<file path="src/rtl/inst_ram_loader_pkg.sv">
// Shared definitions for the instruction RAM loader and the fetch-side memory:
// loader state encoding and the storage byte-order helper.
package inst_ram_loader_pkg;

  typedef enum logic [2:0] {
    ST_IDLE,
    ST_LEN_HI,
    ST_LEN_LO,
    ST_DATA,
    ST_DONE,
    ST_ERR
  } load_state_t;

  // Storage order is byte-reversed relative to instruction order; the fetch side
  // applies the same function to recover the instruction.
  function automatic logic [31:0] flip_bytes(input logic [31:0] w);
    return {w[7:0], w[15:8], w[23:16], w[31:24]};
  endfunction

endpackage

</file>
<file path="src/rtl/inst_ram_loader_word_packer.sv">
// Collects four stream bytes (instruction MSB first) and presents the assembled
// word in storage order together with a one-cycle word_valid on the fourth byte.
module inst_ram_loader_word_packer
  import inst_ram_loader_pkg::*;
(
  input  logic        clock,
  input  logic        reset,
  input  logic        clear,
  input  logic [7:0]  byte_in,
  input  logic        byte_take,
  output logic        word_valid,
  output logic [31:0] word
);

  logic [1:0]  lane;
  logic [23:0] head;

  always_ff @(posedge clock) begin
    if (reset || clear) begin
      lane <= 2'd0;
      head <= 24'd0;
    end else if (byte_take) begin
      lane <= lane + 2'd1;
      head <= {head[15:0], byte_in};
    end
  end

  // The fourth byte is used directly so the word is ready in the cycle it arrives.
  assign word_valid = byte_take && (lane == 2'd3);
  assign word       = flip_bytes({head, byte_in});

endmodule

</file>
<file path="src/rtl/inst_ram_loader.sv">
// Loads a length-prefixed byte stream into the instruction RAM as 32-bit words,
// holding the core off (busy) while the program is being written.
module inst_ram_loader
  import inst_ram_loader_pkg::*;
#(
  parameter int          ADDR_WIDTH     = 8,
  parameter int unsigned TIMEOUT_CYCLES = 100000
) (
  input  logic        clock,
  input  logic        reset,
  input  logic        start,
  input  logic [7:0]  byte_in,
  input  logic        byte_valid,
  output logic        byte_ready,
  output logic        wr_en,
  output logic [31:0] wr_addr,
  output logic [31:0] wr_data,
  output logic        busy,
  output logic        done,
  output logic        error,
  output logic [15:0] word_count
);

  localparam logic [16:0] MAX_WORDS = 17'd1 << ADDR_WIDTH;

  load_state_t state, state_next;

  logic [7:0]  len_hi;
  logic [15:0] len_words;
  logic [15:0] len_full;
  logic [31:0] timeout_cnt;
  logic        xfer;
  logic        start_ok;
  logic        timeout_hit;
  logic        data_take;
  logic        word_valid;
  logic [31:0] word;
  logic        last_word;

  assign busy       = (state == ST_LEN_HI) || (state == ST_LEN_LO) || (state == ST_DATA);
  assign byte_ready = busy;
  assign done       = (state == ST_DONE);
  assign error      = (state == ST_ERR);

  assign xfer        = byte_valid && byte_ready;
  assign start_ok    = start && !busy;
  assign len_full    = {len_hi, byte_in};
  assign data_take   = xfer && (state == ST_DATA);
  assign timeout_hit = busy && !xfer && (timeout_cnt == TIMEOUT_CYCLES - 32'd1);
  assign last_word   = word_valid && (word_count == len_words - 16'd1);

  inst_ram_loader_word_packer u_packer (
    .clock      (clock),
    .reset      (reset),
    .clear      (start_ok || timeout_hit),
    .byte_in    (byte_in),
    .byte_take  (data_take),
    .word_valid (word_valid),
    .word       (word)
  );

  always_ff @(posedge clock) begin
    if (reset) state <= ST_IDLE;
    else       state <= state_next;
  end

  always_comb begin
    state_next = state;
    case (state)
      ST_IDLE, ST_DONE, ST_ERR: if (start) state_next = ST_LEN_HI;
      ST_LEN_HI:                if (xfer) state_next = ST_LEN_LO;
      ST_LEN_LO: begin
        if (xfer) begin
          if (len_full == 16'd0)                 state_next = ST_DONE;
          else if ({1'b0, len_full} > MAX_WORDS) state_next = ST_ERR;
          else                                   state_next = ST_DATA;
        end
      end
      ST_DATA:                  if (last_word) state_next = ST_DONE;
      default:                  state_next = ST_IDLE;
    endcase
    // timeout_hit implies no transfer this cycle, so it never races a byte.
    if (timeout_hit) state_next = ST_ERR;
  end

  always_ff @(posedge clock) begin
    if (reset) begin
      len_hi      <= 8'd0;
      len_words   <= 16'd0;
      timeout_cnt <= 32'd0;
      wr_en       <= 1'b0;
      wr_addr     <= 32'd0;
      wr_data     <= 32'd0;
      word_count  <= 16'd0;
    end else begin
      wr_en <= word_valid;
      if (word_valid) begin
        wr_addr    <= 32'({word_count[ADDR_WIDTH-1:0], 2'b00});
        wr_data    <= word;
        word_count <= word_count + 16'd1;
      end
      if (start_ok) word_count <= 16'd0;
      if (xfer && state == ST_LEN_HI) len_hi <= byte_in;
      if (xfer && state == ST_LEN_LO) len_words <= len_full;
      if (start_ok || xfer || !busy) timeout_cnt <= 32'd0;
      else                           timeout_cnt <= timeout_cnt + 32'd1;
    end
  end

endmodule

</file>
<file path="config.mk">
export PLATFORM = sky130hd
export DESIGN_NAME = inst_ram_loader
export DESIGN_NICKNAME = d
export VERILOG_FILES = /design/src/rtl/inst_ram_loader_pkg.sv /design/src/rtl/inst_ram_loader_word_packer.sv /design/src/rtl/inst_ram_loader.sv
export SDC_FILE = /design/constraint.sdc
export NUM_CORES = 1
export LEC_CHECK = 0
export ABC_AREA = 1
export CAP_MARGIN = 25
export CORE_ASPECT_RATIO = 0.7
export CORE_MARGIN = 2
export CORE_UTILIZATION = 30
export DETAILED_ROUTE_END_ITERATION = 12
export PLACE_DENSITY_LB_ADDON = 0.1
export SKIP_CTS_REPAIR_TIMING = 1
export SKIP_LAST_GASP = 1
export SYNTH_ARGS = -nofsm -noshare
export SYNTH_HDL_FRONTEND = slang
export SYNTH_HIERARCHICAL = 1
export SYNTH_SLANG_ARGS = --single-unit
</file>
<file path="constraint.sdc">
create_clock -name clock -period 3.3 [get_ports clock]
set_input_delay 0.66 -clock clock [delete_from_list [all_inputs] [get_ports clock]]
set_output_delay 0.66 -clock clock [all_outputs]
set_load 0.005 [all_outputs]
</file>
# Yosys cells after proc, flatten, opt, wreduce, memory -nomap -nowiden

Index checks and enable logic that the tools add are counted.

Flip-flop bits (word level): 142
Input port bits: 12
Output and inout port bits: 85
Logic and storage cells: 65

Add/subtract/negate cells: 4
$lt $le $gt $ge: 1
Eq/ne operators: 16
Mux-type cells: 8
Reductions and logical operators: 25

Operators with widths:

| kind                                                                  | number |
|---|---|
| 32-bit by 1-bit adder with 32-bit output, second input constant       | 1 |
| 32-bit by 17-bit == test with 1-bit output, second input constant     | 1 |
| 3-bit two-way mux                                                     | 7 |
| 16-bit by 1-bit adder with 16-bit output, second input constant       | 1 |
| 16-bit == test                                                        | 1 |
| 16-bit by 9-bit > comparator with 1-bit output, second input constant | 1 |
| 16-bit logical NOT                                                    | 1 |
| 16-bit by 1-bit subtractor with 16-bit output, second input constant  | 1 |
| 3-bit inequality test, second input constant                          | 4 |
| 3-bit case mux with 4 select lines                                    | 1 |
| 1-bit logical AND                                                     | 9 |
| 2-bit inequality test, second input constant                          | 4 |
| 4-bit AND reduction                                                   | 2 |
| 3-bit by 2-bit == test with 1-bit output, second input constant       | 2 |
| 3-bit == test, second input constant                                  | 2 |
| 1-bit logical OR                                                      | 6 |
| 2-bit OR reduction                                                    | 3 |
| 3-bit by 1-bit == test with 1-bit output, second input constant       | 1 |
| 3-bit logical NOT                                                     | 1 |
| 3-bit OR reduction                                                    | 1 |
| 2-bit by 1-bit adder with 2-bit output, second input constant         | 1 |
| 2-bit == test, second input constant                                  | 1 |
| 1-bit logical NOT                                                     | 2 |

# Longest topological paths before layout

Depth in word-level cells: 10
Depth in mapped cells: 21
Depth with buffers taken out: 19

# By module

The synthesis kept the hierarchy.

By module, submodules not included:

| module                      | times used | cells an instance | area each (um2) |
|---|---|---|---|
| inst_ram_loader             | 1          | 805               | 5579.1 |
| inst_ram_loader_word_packer | 1          | 175               | 1162.4 |

# Worst setup path before layout

OpenSTA, ideal clock, no wires.

Path type: input -> register
Start: in byte_valid
End: reg word_count[15]
Library setup time: 115 ps
Data arrival time: 2438 ps
Data required time: 3185 ps
Setup slack: 748 ps
Stages on the path: 19
Buffers on the path: 2
Path through: inv_1 nor3_1 buf_4 buf_4 nand2_1 inv_1 nand2_2 nor3_4 nand3_2 nor2_2 inv_2 nor2_4 nand3_2 nor2_2 nand2_1 nor2_2 nand3_1 nand2_1 nor2_1

Word-level cells in the longest chain between the ends: 3

Ends and longest elaborated chain:

| what                   | line                              | RTL |
|---|---|---|
| start: declaration     | inst_ram_loader.sv:13             | `input logic byte_valid,` |
| 1-bit logical AND      | inst_ram_loader.sv:45             | `assign xfer = byte_valid && byte_ready;` |
| 1-bit logical AND      | inst_ram_loader.sv:48             | `assign data_take = xfer && (state == ST_DATA);` |
| net data_take          | inst_ram_loader.sv:35             | `logic data_take;` |
| 1-bit logical AND      | inst_ram_loader_word_packer.sv:29 | `assign word_valid = byte_take && (lane == 2'd3);` |
| net word_valid         | inst_ram_loader.sv:36             | `logic word_valid;` |
| end signal: assignment | inst_ram_loader.sv:100            | `word_count <= word_count + 16'd1;` |
| end: declaration       | inst_ram_loader.sv:21             | `output logic [15:0] word_count` |

The timed path passes the listed nets, and every way through them passes these cells.
A chain may end at the register's enable or synchronous reset.

# Worst setup path after layout

Same ends and word-level chain as after synthesis.

==> metrics.md <==
| Metric | Value |
|---|---|
| VDD IR max | `0.318 mV` |
| Required time of the critical path | `3.62 ns` |
| GP Congestion | `0.787` |
| Post-Syn Area | `0.00674 sq mm` |
| TritonRoute pass-1 iters | `7` |
| Total CTS buffers | `17` |
| Initial antenna violation count | `0` |
| RSZ-0062 raised after global routing | `no` |
| # setup viols final | `0` |
| Status | `completed` |
| Max Clk Rate | `0.380 GHz` |
| IO Port Bufs | `72` |
| DR iter-0 viols | `370` |
| R2r setup slk | `0.86 ns` |
| DIE WIDTH | `183 um` |
| Avg Cell Area, Syn | `6.88 sq um` |
| Tcrit/Tclk final | `0.798` |
| WP data arrival | `2.96 ns` |
| Pre-CTS worst setup slack | `0.181 ns` |
| Clock Tree Root | `clkbuf_16` |
| Number of routed nets with antenna violations | `0` |
| Kind of critical path | `input port to register` |
| Setup tns final | `0 ns` |
| Overall routing resource usage | `0.159` |
| Post-synthesis sequential area ratio | `0.422` |
| Vias in the first global route | `5539` |
| Ys Warns | `6` |
| Hpwl dp | `12900 um` |
| Initial Util | `0.309` |
| Min cycle time layout | `2.63 ns` |
| Die area | `0.0237 sq mm` |
| First-pass GRT wire length | `29500 um` |
| CTS Sinks | `142` |
| Final Hold Viols | `0` |
| FP Rows | `45` |
| Static Leak | `3.30 nW` |
| FF+latch count, synth | `142` |
| Hold_ws | `0.460 ns` |
| Drc violations | `0` |
| Worst hold-check path type | `register to register` |
| Layout cells sized above 1 | `0.0680` |
| Slew headroom | `0.548` |
| Fin Clk Skew | `0.0115 ns` |
| CP max FO | `4` |
| Unique masters post-synth | `37` |
| Clk slew on worst S/H paths | `0.07 ns` |
| Vias per inst | `4.50` |
| Drt total wl | `18100 um` |
| Die Span Y | `129 um` |
| Final WS setup | `0.668 ns` |
| # nets final | `1062` |
| Slew Viols, Final | `0` |
| H-tree level count | `4` |
| Max Cap Violations | `0` |
| Worst Setup End Kind | `register` |
| Largest net degree at the start of global routing | `62` |
| CP Launch Type | `input port` |
| Total number of vias | `6033` |
| Post-Syn Instances | `980` |
| Top FF cell, synth | `dfxtp_1` |
| Remaining Overflow, GRT | `0` |
| PwrDens | `606 mW/mm^2` |
| CTS tree | `done` |
| Slew @ Worst Pin | `0.678 ns` |
| Area grow syn2layout | `21.8%` |
| CTS Buffer Depth | `2` |
| Wirelength per Cell | `13.5 um` |
| Synth async-reset ratio | `0` |
| Core ar. | `0.0218 sq mm` |
| Total power | `4.98 mW` |
| Clock insertion delay at the later pin of the skew report | `0.43 ns` |
| Number of antenna diodes | `0` |
| EDFF count, synth | `0` |
| Io pins | `97` |
power breakdown:
part / internal (mW) / total (mW) / leakage, nW / switching (mW)
sequential: 1.80 / 1.89 / 1.15 / 0.0888
clock: 1.15 / 1.97 / 0.284 / 0.823
combinational: 0.394 / 1.11 / 1.87 / 0.720
total: 3.35 / 4.98 / 3.30 / 1.63
routing by layer:
layer | GRT usage | wire, um | part of all wire
met3 | 0.0405 | 726 | 0.040
met5 | 0 | 0 | 0
met4 | 0.0424 | 89 | 0.0049
met1 | 0.244 | 10400 | 0.57
met2 | 0.215 | 6900 | 0.38
stage by stage:
stage	instance area (sq um)	utilization	instances
after floorplan	6830	-	1003
after global placement	7610	0.349	1309
after CTS	8210	0.376	1341
after global routing	8210	0.376	1341
final	8210	0.376	1341
after detailed placement	7610	0.349	1309
cell type report:
type                       count  area (sq um)
fill                        2322         13600
multi-input combinational    675          3130
sequential                   142          2840
timing repair buffer          85           818
inverter                     125           469
clock buffer                  18           439
tap                          282           353
clock inverter                14           158
cell usage after synthesis (6+ instances only):
library cell	count	area share
nor4_1	7	0.0065
xor2_1	10	0.013
a21oi_1	54	0.040
clkbuf_1	19	0.011
o21ai_0	74	0.055
inv_1	118	0.066
nor2_1	209	0.12
nand3_1	42	0.031
buf_4	36	0.040
nor3_1	30	0.022
nand2_1	162	0.090
dfxtp_1	142	0.42
nand4_1	12	0.011
xnor2_1	6	0.0078
nor2_2	8	0.0074
worst max-delay path, stage by stage:
cell and delay, ns:
clkdlybuf4s50_1 0.53, inv_1 0.10, nor3_2 0.20, nand2_1 0.07
inv_1 0.13, nand2_2 0.11, nor3_4 0.17, nand3_2 0.14
nor2_2 0.11, inv_2 0.06, nor2_4 0.08, nand3_2 0.08
nor2_2 0.12, nand2_1 0.10, nor2_2 0.11, nand3_1 0.07
nand2_1 0.06, nor2_1 0.03
cells in the final DEF, fill, tap and decap left out, types with 6 or more instances in the layout:
cell type,synthesis,layout
nand3_1,42,42
nor4_1,7,7
xnor2_1,6,6
conb_1,1,24
o21ai_0,74,74
nor2_1,209,209
nor2_2,8,8
clkbuf_16,0,17
clkdlybuf4s50_1,0,72
nand4_1,12,12
xor2_1,10,10
dfxtp_1,142,142
nand2_1,162,162
a21oi_1,54,54
nor3_1,30,29
buf_4,36,13
inv_1,118,118
registers in the layout (all words and copies together), names as in the netlist:
name / cells
len_hi: 8
len_words: 16
state: 3
timeout_cnt: 32
u_packer/head: 24
u_packer/lane: 2
word_count: 16
wr_addr: 8
wr_data: 32
wr_en: 1
final timing paths:
check	from	depth (start not counted)	to
setup / recovery	byte_valid	18	word_count[15]$_SDFFE_PP0P_
hold / removal	timeout_cnt[0]$_SDFF_PP0_	1	timeout_cnt[0]$_SDFF_PP0_
setup reg to reg	state[1]$_SDFFE_PP0P_	19	word_count[15]$_SDFFE_PP0P_
hold reg to reg	timeout_cnt[0]$_SDFF_PP0_	1	timeout_cnt[0]$_SDFF_PP0_
cells by family after synthesis:
family,after synthesis,synth area share
DFF,142,0.422
other,1,0.000556
buffers and inverters,186,0.127
xor gates and xnor gates,16,0.0208
AOI/OAI and AO/OA,141,0.108
adders and majority gates,4,0.00742
and+or+nand+nor,490,0.314
(Power assumes the default switching activity.)
